## config.mk

```make
export PLATFORM = sky130hd
export DESIGN_NAME = ps2_mouse_sequencer_flat
export DESIGN_NICKNAME = d
export VERILOG_FILES = /design/src/rtl/ps2_mouse_sequencer_if.sv /design/src/rtl/ps2_mouse_sequencer.sv /design/src/flat_wrapper.sv
export SDC_FILE = /design/constraint.sdc
export NUM_CORES = 1
export LEC_CHECK = 0
export CAP_MARGIN = 10
export CORE_MARGIN = 2
export CORE_UTILIZATION = 51
export CTS_CLUSTER_DIAMETER = 80
export CTS_CLUSTER_SIZE = 16
export DETAILED_ROUTE_END_ITERATION = 8
export PLACE_DENSITY = 0.77
export SLEW_MARGIN = 20
export SYNTH_ARGS = -nofsm -noshare
export SYNTH_HDL_FRONTEND = slang
export SYNTH_SLANG_ARGS = --single-unit
```

## constraint.sdc

```tcl
create_clock -name CLOCK_50 -period 2.7 [get_ports CLOCK_50]
set_clock_uncertainty 0.1 [all_clocks]
set_input_delay 0.27 -clock CLOCK_50 [delete_from_list [all_inputs] [get_ports CLOCK_50]]
set_output_delay 0.27 -clock CLOCK_50 [all_outputs]
set_load 0.02 [all_outputs]
```

## src/rtl/ps2_mouse_sequencer_if.sv

```systemverilog
// ----------------------------------------------------------------------------
// ps2_mouse_sequencer_if : byte/command link between the mouse sequencer and
// the PS2_Controller.  Revision 1.0
// ----------------------------------------------------------------------------
`default_nettype none

interface ps2_mouse_sequencer_if;
  logic [7:0] rx_data;
  logic       rx_data_en;
  logic       cmd_sent;
  logic       cmd_error;
  logic [7:0] cmd_out;
  logic       send_cmd;

  // master = sequencer issuing commands, slave = PS2_Controller side
  modport master (
    input  rx_data, rx_data_en, cmd_sent, cmd_error,
    output cmd_out, send_cmd
  );
  modport slave (
    output rx_data, rx_data_en, cmd_sent, cmd_error,
    input  cmd_out, send_cmd
  );
endinterface

`default_nettype wire

```

## src/rtl/ps2_mouse_sequencer.sv

```systemverilog
// ----------------------------------------------------------------------------
// ps2_mouse_sequencer : enables PS/2 mouse streaming, then decodes 3-byte
// movement packets into buttons, deltas, overflow flags and event strobes.
// Revision 1.0
// ----------------------------------------------------------------------------
`default_nettype none

module ps2_mouse_sequencer #(
  parameter int INIT_DELAY   = 5000000,
  parameter int ACK_TIMEOUT  = 2500000,
  parameter int BYTE_TIMEOUT = 1000000,
  parameter int MAX_RETRIES  = 3
) (
  input  wire logic             CLOCK_50,
  input  wire logic             resetn,
  ps2_mouse_sequencer_if.master ps2,
  output logic                  ready,
  output logic                  error,
  output logic                  btn_left,
  output logic                  btn_right,
  output logic                  btn_mid,
  output logic [8:0]            dx,
  output logic [8:0]            dy,
  output logic                  x_ovf,
  output logic                  y_ovf,
  output logic                  packet_valid,
  output logic                  mouse_moved,
  output logic                  click
);

  localparam int MAX_AB    = (INIT_DELAY > ACK_TIMEOUT) ? INIT_DELAY : ACK_TIMEOUT;
  localparam int MAX_PARAM = (MAX_AB > BYTE_TIMEOUT) ? MAX_AB : BYTE_TIMEOUT;
  localparam int CNT_W     = $clog2(MAX_PARAM) + 1;
  localparam int RTY_W     = $clog2(MAX_RETRIES) + 1;

  localparam logic [CNT_W-1:0] INIT_LAST  = CNT_W'(INIT_DELAY - 1);
  localparam logic [CNT_W-1:0] ACK_LAST   = CNT_W'(ACK_TIMEOUT - 1);
  localparam logic [CNT_W-1:0] BYTE_LAST  = CNT_W'(BYTE_TIMEOUT - 1);
  localparam logic [RTY_W-1:0] RETRY_MAX  = RTY_W'(MAX_RETRIES);
  localparam logic [7:0]       CMD_ENABLE = 8'hF4;
  localparam logic [7:0]       RSP_ACK    = 8'hFA;
  localparam logic [7:0]       RSP_RESEND = 8'hFE;

  typedef enum logic [2:0] {
    S_INIT_WAIT = 3'd0,
    S_SEND      = 3'd1,
    S_WAIT_ACK  = 3'd2,
    S_RETRY     = 3'd3,
    S_ERROR     = 3'd4,
    S_B0        = 3'd5,
    S_B1        = 3'd6,
    S_B2        = 3'd7
  } state_t;

  state_t           state;
  logic [CNT_W-1:0] cnt;
  logic [RTY_W-1:0] retries;
  logic [7:0]       byte0;
  logic [7:0]       byte1;

  logic [CNT_W-1:0] cnt_inc;
  logic [RTY_W-1:0] retry_next;
  logic [8:0]       new_dx;
  logic [8:0]       new_dy;
  logic [2:0]       new_btn;
  logic [2:0]       old_btn;

  // Counters saturate rather than wrap
  assign cnt_inc    = (&cnt)     ? cnt     : cnt + CNT_W'(1);
  assign retry_next = (&retries) ? retries : retries + RTY_W'(1);

  // byte1 is already registered; byte2 is taken straight from the bus
  assign new_dx  = {byte0[4], byte1};
  assign new_dy  = {byte0[5], ps2.rx_data};
  assign new_btn = byte0[2:0];
  assign old_btn = {btn_mid, btn_right, btn_left};

  always_ff @(posedge CLOCK_50 or negedge resetn) begin
    if (!resetn) begin
      state        <= S_INIT_WAIT;
      cnt          <= '0;
      retries      <= '0;
      byte0        <= '0;
      byte1        <= '0;
      ps2.cmd_out  <= CMD_ENABLE;
      ps2.send_cmd <= 1'b0;
      ready        <= 1'b0;
      error        <= 1'b0;
      btn_left     <= 1'b0;
      btn_right    <= 1'b0;
      btn_mid      <= 1'b0;
      dx           <= '0;
      dy           <= '0;
      x_ovf        <= 1'b0;
      y_ovf        <= 1'b0;
      packet_valid <= 1'b0;
      mouse_moved  <= 1'b0;
      click        <= 1'b0;
    end else begin
      packet_valid <= 1'b0;
      mouse_moved  <= 1'b0;
      click        <= 1'b0;
      case (state)
        S_INIT_WAIT: begin
          if (cnt >= INIT_LAST) begin
            state        <= S_SEND;
            ps2.send_cmd <= 1'b1;
            cnt          <= '0;
          end else begin
            cnt <= cnt_inc;
          end
        end
        S_SEND: begin
          if (ps2.cmd_error) begin
            ps2.send_cmd <= 1'b0;
            state        <= S_RETRY;
          end else if (ps2.cmd_sent) begin
            ps2.send_cmd <= 1'b0;
            cnt          <= '0;
            state        <= S_WAIT_ACK;
          end
        end
        S_WAIT_ACK: begin
          if (ps2.rx_data_en && ps2.rx_data == RSP_ACK) begin
            state   <= S_B0;
            ready   <= 1'b1;
            retries <= '0;
          end else if (ps2.rx_data_en && ps2.rx_data == RSP_RESEND) begin
            state <= S_RETRY;
          end else if (cnt >= ACK_LAST) begin
            state <= S_RETRY;
          end else begin
            cnt <= cnt_inc;
          end
        end
        S_RETRY: begin
          retries <= retry_next;
          if (retry_next >= RETRY_MAX) begin
            state        <= S_ERROR;
            error        <= 1'b1;
            ready        <= 1'b0;
            ps2.send_cmd <= 1'b0;
          end else begin
            state        <= S_SEND;
            ps2.send_cmd <= 1'b1;
          end
        end
        S_ERROR: begin
          state <= S_ERROR;
        end
        S_B0: begin
          // Bit 3 of the first packet byte is always set; anything else is skipped
          if (ps2.rx_data_en && ps2.rx_data[3]) begin
            byte0 <= ps2.rx_data;
            cnt   <= '0;
            state <= S_B1;
          end
        end
        S_B1: begin
          if (ps2.rx_data_en) begin
            byte1 <= ps2.rx_data;
            cnt   <= '0;
            state <= S_B2;
          end else if (cnt >= BYTE_LAST) begin
            state <= S_B0;
          end else begin
            cnt <= cnt_inc;
          end
        end
        S_B2: begin
          if (ps2.rx_data_en) begin
            btn_left     <= new_btn[0];
            btn_right    <= new_btn[1];
            btn_mid      <= new_btn[2];
            dx           <= new_dx;
            dy           <= new_dy;
            x_ovf        <= byte0[6];
            y_ovf        <= byte0[7];
            packet_valid <= 1'b1;
            mouse_moved  <= (new_dx != 9'd0) || (new_dy != 9'd0);
            click        <= |(new_btn & ~old_btn);
            state        <= S_B0;
          end else if (cnt >= BYTE_LAST) begin
            state <= S_B0;
          end else begin
            cnt <= cnt_inc;
          end
        end
        default: state <= S_INIT_WAIT;
      endcase
    end
  end

endmodule

`default_nettype wire

```

## src/flat_wrapper.sv

```systemverilog
// flat-port wrapper written by rule: the top's interface ports become plain ports
module ps2_mouse_sequencer_flat 
#(
  parameter int INIT_DELAY   = 5000000,
  parameter int ACK_TIMEOUT  = 2500000,
  parameter int BYTE_TIMEOUT = 1000000,
  parameter int MAX_RETRIES  = 3
)
  (CLOCK_50, resetn, ready, error, btn_left, btn_right, btn_mid, dx, dy, x_ovf, y_ovf, packet_valid, mouse_moved, click, ps2_rx_data, ps2_rx_data_en, ps2_cmd_sent, ps2_cmd_error, ps2_cmd_out, ps2_send_cmd);
  ps2_mouse_sequencer_if ps2_i ();
  input  wire logic CLOCK_50;
  input  wire logic resetn;
  output logic ready;
  output logic error;
  output logic btn_left;
  output logic btn_right;
  output logic btn_mid;
  output logic [8:0] dx;
  output logic [8:0] dy;
  output logic x_ovf;
  output logic y_ovf;
  output logic packet_valid;
  output logic mouse_moved;
  output logic click;
  input wire logic [$bits(ps2_i.rx_data)-1:0] ps2_rx_data;
  input wire logic [$bits(ps2_i.rx_data_en)-1:0] ps2_rx_data_en;
  input wire logic [$bits(ps2_i.cmd_sent)-1:0] ps2_cmd_sent;
  input wire logic [$bits(ps2_i.cmd_error)-1:0] ps2_cmd_error;
  output wire logic [$bits(ps2_i.cmd_out)-1:0] ps2_cmd_out;
  output wire logic [$bits(ps2_i.send_cmd)-1:0] ps2_send_cmd;
  assign ps2_i.rx_data = ps2_rx_data;
  assign ps2_i.rx_data_en = ps2_rx_data_en;
  assign ps2_i.cmd_sent = ps2_cmd_sent;
  assign ps2_i.cmd_error = ps2_cmd_error;
  assign ps2_cmd_out = ps2_i.cmd_out;
  assign ps2_send_cmd = ps2_i.send_cmd;
  ps2_mouse_sequencer #(.INIT_DELAY(INIT_DELAY), .ACK_TIMEOUT(ACK_TIMEOUT), .BYTE_TIMEOUT(BYTE_TIMEOUT), .MAX_RETRIES(MAX_RETRIES)) u_core (.CLOCK_50(CLOCK_50), .resetn(resetn), .ps2(ps2_i), .ready(ready), .error(error), .btn_left(btn_left), .btn_right(btn_right), .btn_mid(btn_mid), .dx(dx), .dy(dy), .x_ovf(x_ovf), .y_ovf(y_ovf), .packet_valid(packet_valid), .mouse_moved(mouse_moved), .click(click));
endmodule
```

==> impl_metrics.json, run 1 <==
{
  "status": "finished, final reports clean",
  "crit_chain": "or4b_1 > a211oi_2 > a2111oi_2 > buf_4 > o311ai_4 > buf_12 > a21oi_4 > buf_4 > a41oi_1 > a31oi_1",
  "totalWireLength_um": 10500,
  "setup_violations": 0,
  "grt_max_degree": 44,
  "synth.yosys.seq_area_share": 0.450,
  "viasPerCell": 5.93,
  "synth_area_leader_cell": "dfrtp_1",
  "grt-ovfl-total": 0,
  "hpwl_um": 7440,
  "p_leak_nw": 2.19,
  "timing.final.crit_share": 0.968,
  "nets": 539,
  "gp_congestion": 0.919,
  "critPathMaxStageDelay_ps": 590,
  "grt_pass1_wl_um": 17100,
  "yosysWarnings": 8,
  "antenna_cells": 0,
  "clk_latency_ps": 360,
  "die_h_um": 93.8,
  "crit-reg2reg-launch": "u_core.cnt[12]",
  "initial_utilization": 0.530,
  "crit_required_ps": 2830,
  "cts_buffers": 9,
  "wl_per_cell_um": 16.6,
  "slew_viol_final": 0,
  "ant_nets": 0,
  "place_area_um2": 4760,
  "final_area_um2": 5030,
  "vias": 3743,
  "cts.sinks": 74,
  "h-tree-depth": 3,
  "area_growth_pct": 22.2,
  "synth-edff-count": 0,
  "critPathKind": "flop to flop",
  "crit_fanout": 18,
  "dr.pass1.iters": 5,
  "drc": 0,
  "dp_slack_ps": 104,
  "post_route_cells_drive_above_1_share": 0.170,
  "worstHoldStart": "u_core.error",
  "powerDensity_nw_per_um2": 935,
  "die-area_um2": 8810,
  "holdWs_ps": 371,
  "synth_area_um2": 4120,
  "critical_path.startpoint": "u_core.cnt[12]",
  "finalWorstSetupSlack_ps": 87.5,
  "grt_usage": 0.247,
  "max_freq_mhz": 383,
  "crit_arrival_ps": 2740,
  "die_width_um": 93.8,
  "slowest_stage": "or4b_1",
  "worst_setup_path_end_kind": "flop",
  "ys.flop_type": "dfrtp_1",
  "start_kind": "flop",
  "tightest_slew_ps": 762,
  "most-common-layout-cells": "nand2_1 (96), dfrtp_1 (74), clkdlybuf4s50_1 (40), nor2_1 (37), buf_4 (31)",
  "crit_path_frequent_cell": "buf_4",
  "core_um2": 7770,
  "hold_path_class": "flop to flop",
  "postSynthAreaPerCell_um2": 8.89,
  "post-route-min-period_ps": 2610,
  "final_common_cell": "nand2_1",
  "synthTopCellsByArea": "dfrtp_1 (45%), nand2_1 (8.8%), mux2_2 (4.1%), o21ai_0 (3.4%), nor2_1 (3.4%)",
  "hold_viol_final": 0,
  "drt-initial-drc-count": 315,
  "num_io_pins": 50,
  "vdd_drop_max_uv": 343,
  "maxCapViolations": 0,
  "ys_types": 70,
  "clk_pin_slew_ps": 80,
  "power_mw": 4.70,
  "crit_family": "compound AO/OA/AOI/OAI gates",
  "synth_top_area_share": 0.450,
  "timing.slew.headroom": 0.492,
  "cts_tree": "yes",
  "cp_num_buf_inv": 3,
  "root_buffer": "clkbuf_8",
  "port_buffers": 41,
  "antenna_found_initial": 0,
  "yosys_register_bits": 74,
  "grt_pass1_vias": 3470,
  "async_reset_ff_frac": 1.00,
  "ctsLongestPathBuffers": 2,
  "syn_inst": 463,
  "num_rows": 32,
  "setup_tns_ps": 0
}
layout make-up:
class,count,area (µm²)
multi-input combinational,351,2080
clock inverter,7,98.8
timing repair buffer,76,699
clock buffer,9,124
sequential,74,1850
inverter,12,45.0
tap,102,128
fill,620,2740
registers in the layout, indices dropped and copies added (netlist names), 3 cells and up:
name and cells:
u_core.state 3, u_core.dy 9, u_core.cnt 24, u_core.byte0 7, u_core.dx 9, u_core.retries 3, u_core.byte1 8
through the flow:
step                 util  instances
finish              0.647        631
global route        0.647        631
CTS                 0.643        631
detailed placement  0.613        614
global placement    0.613        614
floorplan               -        470
worst paths after layout:
path	slack (ps)	depth (start not counted)	end
max in group asynchronous	1390	3	u_core.cnt[18]
worst min register to register	370	1	u_core.error
min in group asynchronous	410	2	u_core.btn_mid
worst min-delay path	370	1	u_core.error
worst max-delay path	90	10	u_core.cnt[17]
worst max register to register	90	10	u_core.cnt[17]
where the power goes:
part           total, mW  internal (mW)  leakage [nW]  switching [mW]
registers           1.69           1.46         0.955           0.234
logic               2.02          0.916          1.12            1.11
clock network      0.989          0.529         0.111           0.460
total               4.70           2.90          2.19            1.80
routing by layer:
layer | vias to the layer above | global-route usage | share of wire
met1 | 1787 | 0.338 | 0.44
met3 | 21 | 0.0401 | 0.062
met4 | 0 | 0.0809 | 0.016
li1 | 1765 | - | -
met5 | - | 0 | 0
met2 | 170 | 0.402 | 0.48
repair_timing:
item	4_1_cts	5_1_grt
hold buffers	1	0
endpoints found under the setup margin	0	18
endpoints found under the hold margin	31	0
buffers inserted	0	0
gates resized for setup	0	8
Yosys cell counts (6+ instances only):
master,number
buf_4,8
nor2_1,37
dfrtp_1,74
a21oi_1,21
nand2_1,96
o21ai_0,28
inv_1,11
nor4_1,8
nor3_1,10
clkbuf_1,16
nand4_1,11
mux2_2,15
or3_1,6
a31oi_1,8
nand3_1,13
o211ai_1,7
cell families (layout without fill, tap and decap cells):
| kind of cell | after synthesis | count (layout) | synth area share |
|---|---|---|---|
| simple gates | 215 | 215 | 0.249 |
| compound gates | 107 | 107 | 0.185 |
| flops | 74 | 74 | 0.450 |
| buf+inv | 45 | 104 | 0.0581 |
| mux | 18 | 18 | 0.0483 |
| fa+ha+maj | 2 | 2 | 0.00608 |
| other cells | 1 | 8 | 0.000911 |
| xor+xnor | 1 | 1 | 0.00213 |
No activity file was read; power rests on OpenSTA's default activity.
==> run 2, diff against run 1 <==
Settings changed: CORE_UTILIZATION 51 to 55, DONT_BUFFER_PORTS set to 1, PLACE_DENSITY 0.77 to 0.73.
==> run 2 against run 1 <==
Against the previous run:
- worst hold slack got worse by 320 ps
- register-to-register slack about the same
- die area decreased by 7.0%
- critical endpoint is now u_core.cnt[2]
- largest cell class unchanged
- largest power group is now registers
==> impl_metrics.json, run 2 (synthesized netlist as in run 1, its figures left out) <==
{
  "ant_nets": 0,
  "start_kind": "flop",
  "swShare": 0.404,
  "final_common_cell": "nand2_1",
  "timing.final.crit_share": 0.967,
  "grt_usage": 0.267,
  "slew_viol_final": 0,
  "antenna_cells": 0,
  "power_mw": 4.43,
  "num_io_pins": 50,
  "rsz0062_at_grt": "true",
  "r2r_end": "u_core.cnt[2]",
  "grt_pass1_vias": 3505,
  "final_util": 0.638,
  "drc": 0,
  "worst_setup_path_end_kind": "flop",
  "antenna_found_initial": 0,
  "hold_viol_final": 0,
  "hold_path_class": "input port to flop",
  "root_buffer": "clkbuf_8",
  "initial_utilization": 0.568,
  "ff2ff_path_depth": 10,
  "nets": 500,
  "largest_reg_flops": 24,
  "crit_fanout": 7,
  "totalWireLength_um": 10600,
  "p_comb_frac": 0.341,
  "h-tree-depth": 3,
  "hold_path_depth": 3,
  "post_route_cells_drive_above_1_share": 0.169,
  "status": "finished, final reports clean",
  "most-common-layout-cells": "nand2_1 (96), dfrtp_1 (71), nor2_1 (37), o21ai_0 (28), buf_4 (27)",
  "port_buffers": 0,
  "num-fill-cells": 598,
  "hpwl_um": 6920,
  "timing.slew.headroom": 0.509,
  "crit_arrival_ps": 2750,
  "worstHoldStart": "ps2_rx_data[5]",
  "largest-register": "u_core.cnt",
  "place_area_um2": 4250,
  "maxCapViolations": 0,
  "area_growth_pct": 12.5,
  "reg2reg_slack_ps": 90,
  "max_freq_mhz": 383,
  "p_leak_nw": 2.02,
  "setup_violations": 0,
  "cts_buffers": 9,
  "hold_path_end": "u_core.mouse_moved",
  "powerDensity_nw_per_um2": 956,
  "p_switching_mw": 1.79,
  "viasPerCell": 6.22,
  "final_area_um2": 4630,
  "core_um2": 7250,
  "seqPwrFrac": 0.440,
  "clk_pin_slew_ps": 80,
  "cts_tree": "yes",
  "pwr-share-clk": 0.219,
  "holdWs_ps": 53.9,
  "die_width_um": 90.5,
  "cts.sinks": 74,
  "grt_pass1_wl_um": 17500,
  "vdd_drop_max_uv": 468,
  "drt-initial-drc-count": 454,
  "crit-reg2reg-launch": "u_core.cnt[12]",
  "dr.pass1.iters": 6,
  "post-route-min-period_ps": 2610,
  "tightest_slew_ps": 736,
  "die_h_um": 90.5,
  "num_rows": 31,
  "crit_required_ps": 2840,
  "largestRegisters": "u_core.cnt: 24 flops, u_core.dx: 9 flops, u_core.dy: 9 flops",
  "p_int_mw": 2.64,
  "grt_max_degree": 75,
  "ctsLongestPathBuffers": 2,
  "critPathKind": "flop to flop",
  "wl_per_cell_um": 18.0,
  "gp_congestion": 0.965,
  "grt-ovfl-total": 0,
  "die-area_um2": 8190,
  "clk_latency_ps": 360,
  "vias": 3663
}
-- run 2: changes by cell type in the layout (fill, tap and decap cells not counted), moves of 2 or more --
cell and change:
clkdlybuf4s50_1 -40, dlygate4sd3_1 +8, buf_4 -4, dfrtp_1 -3, dfrtp_2 +3, buf_12 -2
inv_6 -2
-- run 2: power groups by stage --
stage	Sequential, mW	Combinational, mW	Clock, mW
final	1.95	1.51	0.969
after global routing	2.00	1.66	1.02
after CTS	1.95	1.45	0.980
after detailed placement	1.97	1.36	0
after global placement	1.95	1.32	0
after floorplan	1.90	1.02	0
-- run 2: worst max-delay path by stage --
| stage | to | startpoint | cells after the start |
|---|---|---|---|
| global route | u_core.cnt[9] | u_core.cnt[0] | 9 |
| floorplan | u_core.cnt[11] | u_core.cnt[0] | 8 |
| finish | u_core.cnt[2] | u_core.cnt[12] | 10 |
| global placement | u_core.cnt[16] | u_core.cnt[0] | 10 |
| CTS | u_core.cnt[22] | u_core.cnt[0] | 9 |
| detailed placement | u_core.cnt[2] | u_core.cnt[0] | 10 |
-- run 2: through the flow --
stage          setup TNS, ps  setup WS [ps]  cells
6_report                   0           89.1    589
3_5_place_dp           -17.0          -17.0    559
3_3_place_gp               0           18.8    559
4_1_cts                    0           13.6    587
2_1_floorplan              0            138    470
5_1_grt                -81.2          -25.9    589
-- run 2: area by class of cell --
type / count / area [µm²] / share of cell area
Multi-Input combinational cell: 351 / 2070 / 0.447
Tap cell: 99 / 124 / 0.0267
Timing Repair Buffer: 37 / 320 / 0.0692
Clock buffer: 10 / 128 / 0.0276
Sequential cell: 74 / 1860 / 0.401
Clock inverter: 6 / 90.1 / 0.0195
Inverter: 12 / 45.0 / 0.00973
-- run 2: critical path, cell delays in order (launching register included) --
cell and delay, ps:
dfrtp_2 460, or4b_1 580, a211oi_2 210, a2111oi_2 110
o311ai_4 260, buf_4 190, a21oi_4 40, buf_4 180
buf_4 150, a21oi_1 120, mux2i_1 100
-- run 2: what timing repair did --
item / CTS / global route
setup endpoints to repair: 5 / 24
pin swaps: 1 / 2
hold buffers: 10 / 0
endpoints found under the hold margin: 98 / 0
resized for setup: 0 / 7
setup buffers: 2 / 2
-- run 2: metal layers --
metal	vias up	track usage	wire length (µm)
met5	-	0	0
met4	0	0.122	212
met3	23	0.0484	804
met2	175	0.404	4870
met1	1786	0.375	4700
li1	1679	-	-
